**src/rtl/effect_switch_ctrl.sv**
```systemverilog
// Footswitch-driven effect path selector with click-free switching:
// fade old path out, flush the new path's delay line, fade the new path in.
module effect_switch_ctrl #(
    parameter int NUM_FX     = 4,
    parameter int SEL_W      = 2,
    parameter int RAMP_SHIFT = 4,
    parameter int DEBOUNCE   = 64,
    parameter int FLUSH_LEN  = 32
) (
    input  logic                     sample_clock,
    input  logic                     reset,
    input  logic                     footswitch,
    input  logic [NUM_FX*16-1:0]     fx_in,
    output logic signed [15:0]       output_sample,
    output logic [SEL_W-1:0]         fx_active,
    output logic [NUM_FX-1:0]        fx_flush,
    output logic                     busy
);

    localparam int GW = RAMP_SHIFT + 1;
    localparam int PW = 17 + RAMP_SHIFT;
    localparam int DW = $clog2(DEBOUNCE + 1);
    localparam int FW = $clog2(FLUSH_LEN + 1);
    localparam logic [GW-1:0] GAIN_FULL = {1'b1, {RAMP_SHIFT{1'b0}}};

    typedef enum logic [1:0] {PLAY, FADE_OUT, FLUSH, FADE_IN} state_t;

    state_t state, state_next;

    logic                 sync1, sync2;
    logic [DW-1:0]        db_cnt;
    logic                 db_level, db_level_d;
    logic                 press;
    logic                 pending;
    logic [GW-1:0]        gain;
    logic [FW-1:0]        flush_cnt;
    logic signed [15:0]   sample;
    logic signed [PW-1:0] product;

    always_ff @(posedge sample_clock) begin
        if (reset) begin
            sync1 <= 1'b0;
            sync2 <= 1'b0;
        end else begin
            sync1 <= footswitch;
            sync2 <= sync1;
        end
    end

    // Level only moves after DEBOUNCE back-to-back cycles of disagreement.
    always_ff @(posedge sample_clock) begin
        if (reset) begin
            db_cnt     <= '0;
            db_level   <= 1'b0;
            db_level_d <= 1'b0;
        end else begin
            db_level_d <= db_level;
            if (sync2 != db_level) begin
                if (db_cnt == DW'(DEBOUNCE - 1)) begin
                    db_level <= sync2;
                    db_cnt   <= '0;
                end else begin
                    db_cnt <= db_cnt + 1'b1;
                end
            end else begin
                db_cnt <= '0;
            end
        end
    end

    assign press = db_level & ~db_level_d;

    always_ff @(posedge sample_clock) begin
        if (reset) state <= PLAY;
        else       state <= state_next;
    end

    always_comb begin
        state_next = state;
        case (state)
            PLAY:     if (press || pending)                 state_next = FADE_OUT;
            FADE_OUT: if (gain == '0)                       state_next = FLUSH;
            FLUSH:    if (flush_cnt == FW'(FLUSH_LEN - 1))  state_next = FADE_IN;
            FADE_IN:  if (gain == GAIN_FULL)                state_next = PLAY;
            default:                                        state_next = PLAY;
        endcase
    end

    always_comb begin
        busy     = (state != PLAY);
        fx_flush = '0;
        if (state == FLUSH) fx_flush[fx_active] = 1'b1;
    end

    assign sample  = fx_in[16*fx_active +: 16];
    assign product = PW'(sample) * PW'($signed({1'b0, gain}));

    always_ff @(posedge sample_clock) begin
        if (reset) begin
            gain          <= GAIN_FULL;
            fx_active     <= '0;
            flush_cnt     <= '0;
            pending       <= 1'b0;
            output_sample <= '0;
        end else begin
            output_sample <= 16'(product >>> RAMP_SHIFT);
            if (state == PLAY) pending <= 1'b0;
            else if (press)    pending <= 1'b1;
            case (state)
                PLAY:     gain <= (press || pending) ? GAIN_FULL - 1'b1 : GAIN_FULL;
                FADE_OUT: begin
                    if (gain == '0)
                        fx_active <= (fx_active == SEL_W'(NUM_FX - 1)) ? '0 : fx_active + 1'b1;
                    else
                        gain <= gain - 1'b1;
                end
                FLUSH: begin
                    if (flush_cnt == FW'(FLUSH_LEN - 1)) begin
                        flush_cnt <= '0;
                        gain      <= GW'(1);
                    end else begin
                        flush_cnt <= flush_cnt + 1'b1;
                    end
                end
                FADE_IN:  if (gain != GAIN_FULL) gain <= gain + 1'b1;
                default:  gain <= GAIN_FULL;
            endcase
        end
    end

endmodule

```
**config.mk**
```make
export PLATFORM = sky130hd
export DESIGN_NAME = effect_switch_ctrl
export DESIGN_NICKNAME = d
export VERILOG_FILES = /design/src/rtl/effect_switch_ctrl.sv
export SDC_FILE = /design/constraint.sdc
export NUM_CORES = 1
export LEC_CHECK = 0
export ABC_AREA = 1
export CORE_ASPECT_RATIO = 0.75
export CORE_UTILIZATION = 49
export DETAILED_ROUTE_END_ITERATION = 12
export GPL_TIMING_DRIVEN = 0
export PLACE_DENSITY = 0.78
export SYNTH_ARGS = -nofsm -noshare
export SYNTH_HDL_FRONTEND = slang
export SYNTH_SLANG_ARGS = --single-unit
```
**constraint.sdc**
```tcl
create_clock -name sample_clock -period 4.3 [get_ports sample_clock]
set_clock_uncertainty 0.15 [all_clocks]
set_input_delay 0.86 -clock sample_clock [delete_from_list [all_inputs] [get_ports sample_clock]]
set_output_delay 0.86 -clock sample_clock [all_outputs]
set_load 0.01 [all_outputs]
```
# Word-level counts from Yosys, hierarchy flattened
# Index checks and enable logic that the tools add are counted.
# totals
register_bits	43
inputBits	67
# classes
add_sub_neg	5
multipliers	1
magnitude_cmp	2
eq_ne	15
shift	1
n_mux	15
bitwise_logic	3
n_reduce_logical	11
# op_table
cell	count
variable part select 64 x 7 -> 16 bit	1
multiplier 16 x 6 -> 20 bit	1
two-way mux 5 bit	4
case mux 5 bit (4 select lines)	1
!= test 2 bit, second input constant	6
two-way mux 2 bit	5
case mux 2 bit (4 select lines)	1
adder 7 x 1 -> 7 bit, second input constant	1
equality test 7 x 6 -> 1 bit, second input constant	1
adder 6 x 1 -> 6 bit, second input constant	1
equality test 2 bit, second input constant	3
equality test 6 x 5 -> 1 bit, second input constant	1
two-way mux 6 bit	1
adder 5 x 1 -> 5 bit, second input constant	1
equality test 5 bit, second input constant	1
zero test 5 bit	1
!= test 5 bit, second input constant	1
subtractor 5 x 1 -> 5 bit, second input constant	1
two-way mux 4 bit	1
AND reduction 2 bit	2
AND reduction 4 bit	1
less-than comparator 2 x 3 -> 1 bit, second input constant	1
AND reduction 3 bit	1
OR reduction 3 bit	1
other kinds (13)	14

# Logic depth before layout (Yosys ltp)
# depth
word_depth	5
ltp_mapped	26

# Least setup slack after synthesis
# No wires, ideal clock.
# synth_path
kind	register -> register
startpoint	register fx_active[0]
endpoint	register output_sample[11]
arrival_time_ps	4013
setup_slack_ps	24
path_stages_with_launch	21
path_buffers	3
synth_period_minus_slack_ps	4276
cell_sequence	dfxtp_1 buf_6 buf_6 clkbuf_1 nand2_1 nand3_1 nand2_1 nor2_1 fa_1 fa_1 inv_1 fa_1 inv_1 ha_1 nand2_1 nor2_1 inv_1 o41ai_1 nand2_1 nand2_1 nor2_1
# synth_between
elab_chain_len	2
# synth_rtl
item	line_no	rtl
start: declaration	15	output logic [SEL_W-1:0] fx_active,
start signal: assignment	113	fx_active <= (fx_active == SEL_W'(NUM_FX - 1)) ? '0 : fx_active + 1'b1;
variable part select 64 x 7 -> 16 bit	95	assign sample = fx_in[16*fx_active +: 16];
multiplier 16 x 6 -> 20 bit	96	assign product = PW'(sample) * PW'($signed({1'b0, gain}));
end signal: assignment	106	output_sample <= 16'(product >>> RAMP_SHIFT);
end: declaration	14	output logic signed [15:0] output_sample,
# No other way between the ends.
# A chain may end at the register's enable or synchronous reset.

# Worst setup path in the final report
# layout_path
startpoint	input port fx_in[34]
endpoint	register output_sample[11]
# layout_between
elab_chain_len	2
# layout_rtl
item	line_no	rtl
start: declaration	13	input logic [NUM_FX*16-1:0] fx_in,
variable part select 64 x 7 -> 16 bit	95	
multiplier 16 x 6 -> 20 bit	96	
# No other way between the ends.

==> metrics.md <==
| Metric | Value |
|---|---|
| Clock Latency Late Sink | roughly 0.30 ns |
| CP Data Required Time | 4.34 ns |
| Cell variety after synth | 43 |
| Buffers & Inverters on Critical Path | 5 |
| Clk buf depth | 2 |
| Register Area | ~870 sq um |
| Top cells by area, synth | fa_1 19%, dfxtp_1 17%, ha_1 12%, inv_1 9.1%, nand2_1 9.1% |
| Fin nets | 1005 |
| Dominant cell type by area after synthesis | fa_1 |
| Post-Route WL | 17900 microns |
| Initial antenna violation count | 0 |
| Slowest stage cell, crit path | fa_1 |
| Final GP Congestion | 0.872 |
| Synth cell count leaders | 120 x inv_1, 120 x nand2_1, 111 x nor2_1 |
| Port buffer count | a little under 90 |
| GR Util All Layers | 29.2% |
| Mapped Cells | around 700 |
| Slew HR | roughly 58% |
| Max VDD drop | between 1000 and 1500 uV |
| Net Sw Power | about 3300 uW |
| First-pass GRT wire length | approximately 25000 microns |
| DRT Pass-1 Iters | 7 |
| Critical path peak fanout | 4 |
| Starting DRT DRC Count | 454 |
| Crit Reg-Reg Endpoint | output_sample[8] |
| Vias post-DR | 5576 |
| Area of the multi-input gates | 0.00437 sq mm |
| Total grt overflow | 0 |
| Status | complete, but fails checks |
| Largest net degree at the start of global routing | 16 |
| Final hold vios | 0 |
| Met3 usage | approximately 5.0% |
| Core area | 0.00974 sq mm |
| Cell internal pwr | 2940 uW |
| Hold Crit Depth | 2 |
| Root buf cell | clkbuf_16 |
| Hold path start | sync1 |
| Crit path top cell by count | nand2_1 |
| Crit start category | input pin |
| Total power | 6220 uW |
| GRT met1 Usage | 33.1% |
| Crit-path cells | clkdlybuf4s50_1 -> nand2_1 -> nand3_2 -> nand2_2 -> buf_6 -> nor2_2 -> ha_1 -> inv_2 -> fa_1 -> fa_1 -> inv_2 -> ha_4 -> nand2_4 -> nand2_4 -> o21ai_4 -> buf_12 -> o41ai_4 -> nand2_1 -> nand2_1 -> nor2_1 |
| Rows | 31 |
| FF-to-FF path depth | 19 |
| TritonCTS Buffers | 5 |
| Clock-pin slew on the worst setup and hold paths | roughly 0.07 ns |
| Detail Placement HPWL | about 11000 microns |
| Fin. max-slew vios | 0 |
| Critical path class | in2reg |
| Hold buffers post-CTS | 0 |
| CP Capture Type | flip-flop |
| Post-synth top area share | 19.0% |
| Met2 usage | 56.6% |
| Endpoint, Worst Hold | sync2 |
| CTS tree | built |
| Flop-to-flop setup slack | -0.17 ns |
| Net Sw Frac | 52.7% |
| Worst Path Arrival | 4.52 ns |
| Post-synthesis sequential area ratio | between 10% and 20% |
| Layout cells sized above 1 | 33.9% |
| RSZ-0062 raised after global routing | yes |
| Worst setup margin | -0.180 ns |
| Final period util | 104% |
| Vias per cell | 5.70 |
| Vias in the first global route | about 5500 |
| Async SR Flop Fraction | 0% |
| Power Density | 814 mW/mm^2 |
| Final Critical Period | between 4 and 5 ns |
| Die Ht | 89.1 microns |
| Leakage power total | 0.00369 uW |
| H-tree lvl count | 2 |
| Diode count | 0 |
| Placed Area | approximately 0.0060 sq mm |
| Fillers | between 500 and 600 |
| Residual DRC | 0 |
| Avg Cell Area, Syn | between 7 and 8 sq um |
| Finish-stage setup viols | 11 |
| Final antenna-violating net count | 0 |
| Share of power burned in the clock network | under 10% |
| Reg2reg start | fx_active[0] |
| Number of synthesized flops with an enable pin | 0 |
| Clock sinks | 43 |
| Crit path max-delay family | adder cells |
| CP peak stage delay | between 0.5 and 0.6 ns |
| Ports | 90 |
| Mapped cell area | between 0.004 and 0.005 sq mm |
| Flop pwr share | 9.3% |
| Initial Util | 50.9% |
| Measured slew at the worst slew-check pin | 0.636 ns |
| Width of the die | 118 microns |
| Top Usage Layer GRT | met2 |
| Post-route cell area | 0.00764 sq mm |
| Fmax | around 0.22 GHz |
| Die area | 0.0105 sq mm |
| Failing checks | negative setup slack |
| Area Growth Syn to Fin | 54.2% |
| Net Count, Synth | 852 |
| Yosys reg bits | between 40 and 50 |
| Max Cap Viol | 0 |
| Worst Hold Class | reg2reg |
| Syn. warnings | 0 |
| Logic gate share of total power | between 80% and 90% |
| Synth Flop Type | dfxtp_1 |
| DR WL/cell | roughly 18 microns |
-- worst max-delay path by stage --
stage                      start                end  cells past startpoint
floorplan           fx_active[0]  output_sample[11]                     20
global placement       fx_in[28]  output_sample[11]                     17
detailed placement     fx_in[28]  output_sample[11]                     17
CTS                    fx_in[31]  output_sample[15]                     20
global route           fx_in[34]  output_sample[14]                     22
finish                 fx_in[34]  output_sample[11]                     20
-- cell type report --
cell class                      count  share of cell area, %
Multi-Input combinational cell    504                   57.2
Sequential cell                    43                   11.3
Timing Repair Buffer              146                   18.7
Tap cell                          132                   2.16
Inverter                          126                   6.39
Clock inverter                      3                  0.328
Buffer                             19                   2.28
Clock buffer                        5                   1.64
-- per-stage QoR --
stage | hold WS (ns) | util, % | setup TNS (ns) | std cells | setup WS [ns]
floorplan | 0.238 | - | 0 | 692 | 0.0237
global placement | 0.243 | 61.7 | -7.10 | 913 | -0.778
detailed placement | 0.269 | 61.7 | -8.20 | 913 | -0.863
CTS | 0.266 | 71.5 | -0.0351 | 949 | -0.0322
global route | 0.314 | 78.5 | -2.13 | 978 | -0.256
finish | 0.272 | 78.5 | -1.33 | 978 | -0.180
-- metal layers --
metal | routed length (microns) | up-vias
met1 | 6780 | 2668
met3 | 1320 | 107
met5 | 0 | -
li1 | - | 2486
met2 | 8900 | 315
met4 | 947 | 0
-- power groups by stage --
stage	combinational (uW)	clock, uW	sequential (uW)
3_3_place_gp	2860	0	575
6_report	5260	384	578
5_1_grt	5660	397	586
4_1_cts	4290	381	572
2_1_floorplan	2160	0	588
3_5_place_dp	2950	0	579
-- timing repair --
item,CTS,global route
setup buffers,28,26
pin swaps,97,108
cloned,0,3
hold endpoints to repair,0,0
gates resized for setup,197,121
setup endpoints to repair,14,11
-- state kept, by name, indices dropped and copies added (netlist names) --
| name | cells |
|---|---|
| output_sample | 16 |
| db_cnt | 7 |
| flush_cnt | 6 |
| gain | 5 |
| fx_active | 2 |
| state | 2 |
| db_level | 1 |
| db_level_d | 1 |
| pending | 1 |
| sync1 | 1 |
| sync2 | 1 |
-- layout by cell type (no fill, tap or decap), types with 3 or more instances in the layout --
master / n
ha_4: 16
nor2_4: 17
nor2_2: 29
clkdlybuf4s15_1: 4
clkbuf_16: 8
clkbuf_1: 4
a32o_2: 8
buf_12: 3
buf_8: 5
ha_1: 30
nor3_1: 6
a21oi_1: 27
nand2_1: 100
nand2_2: 17
buf_4: 48
or2_2: 3
a211oi_1: 3
o21ai_0: 21
fa_1: 44
xor2_1: 5
buf_6: 8
inv_1: 93
o21ai_2: 5
o21ai_1: 5
dfxtp_1: 40
nand3_2: 20
xnor2_1: 4
inv_2: 31
dlymetal6s2s_1: 19
o21a_1: 4
a21oi_4: 8
nand2_4: 15
clkdlybuf4s50_1: 34
dlygate4sd2_1: 32
nand3_1: 6
a21oi_2: 19
fa_2: 3
nor2_1: 68
-- cell families after synthesis --
group	count (synthesis)	synth area share (%)
buf+inv	145	11.7
xor+xnor	9	1.59
flops	43	17.4
fa+ha+maj	93	30.6
compound gates	111	13.3
simple gates	291	25.4
-- tightest hold or removal path: cells and delay by family (launching register included) --
family        cells  cell delay (ns)
simple gates      1             0.04
flops             1             0.30
buf+inv           1             0.04
No activity file was read; power rests on OpenSTA's default activity.
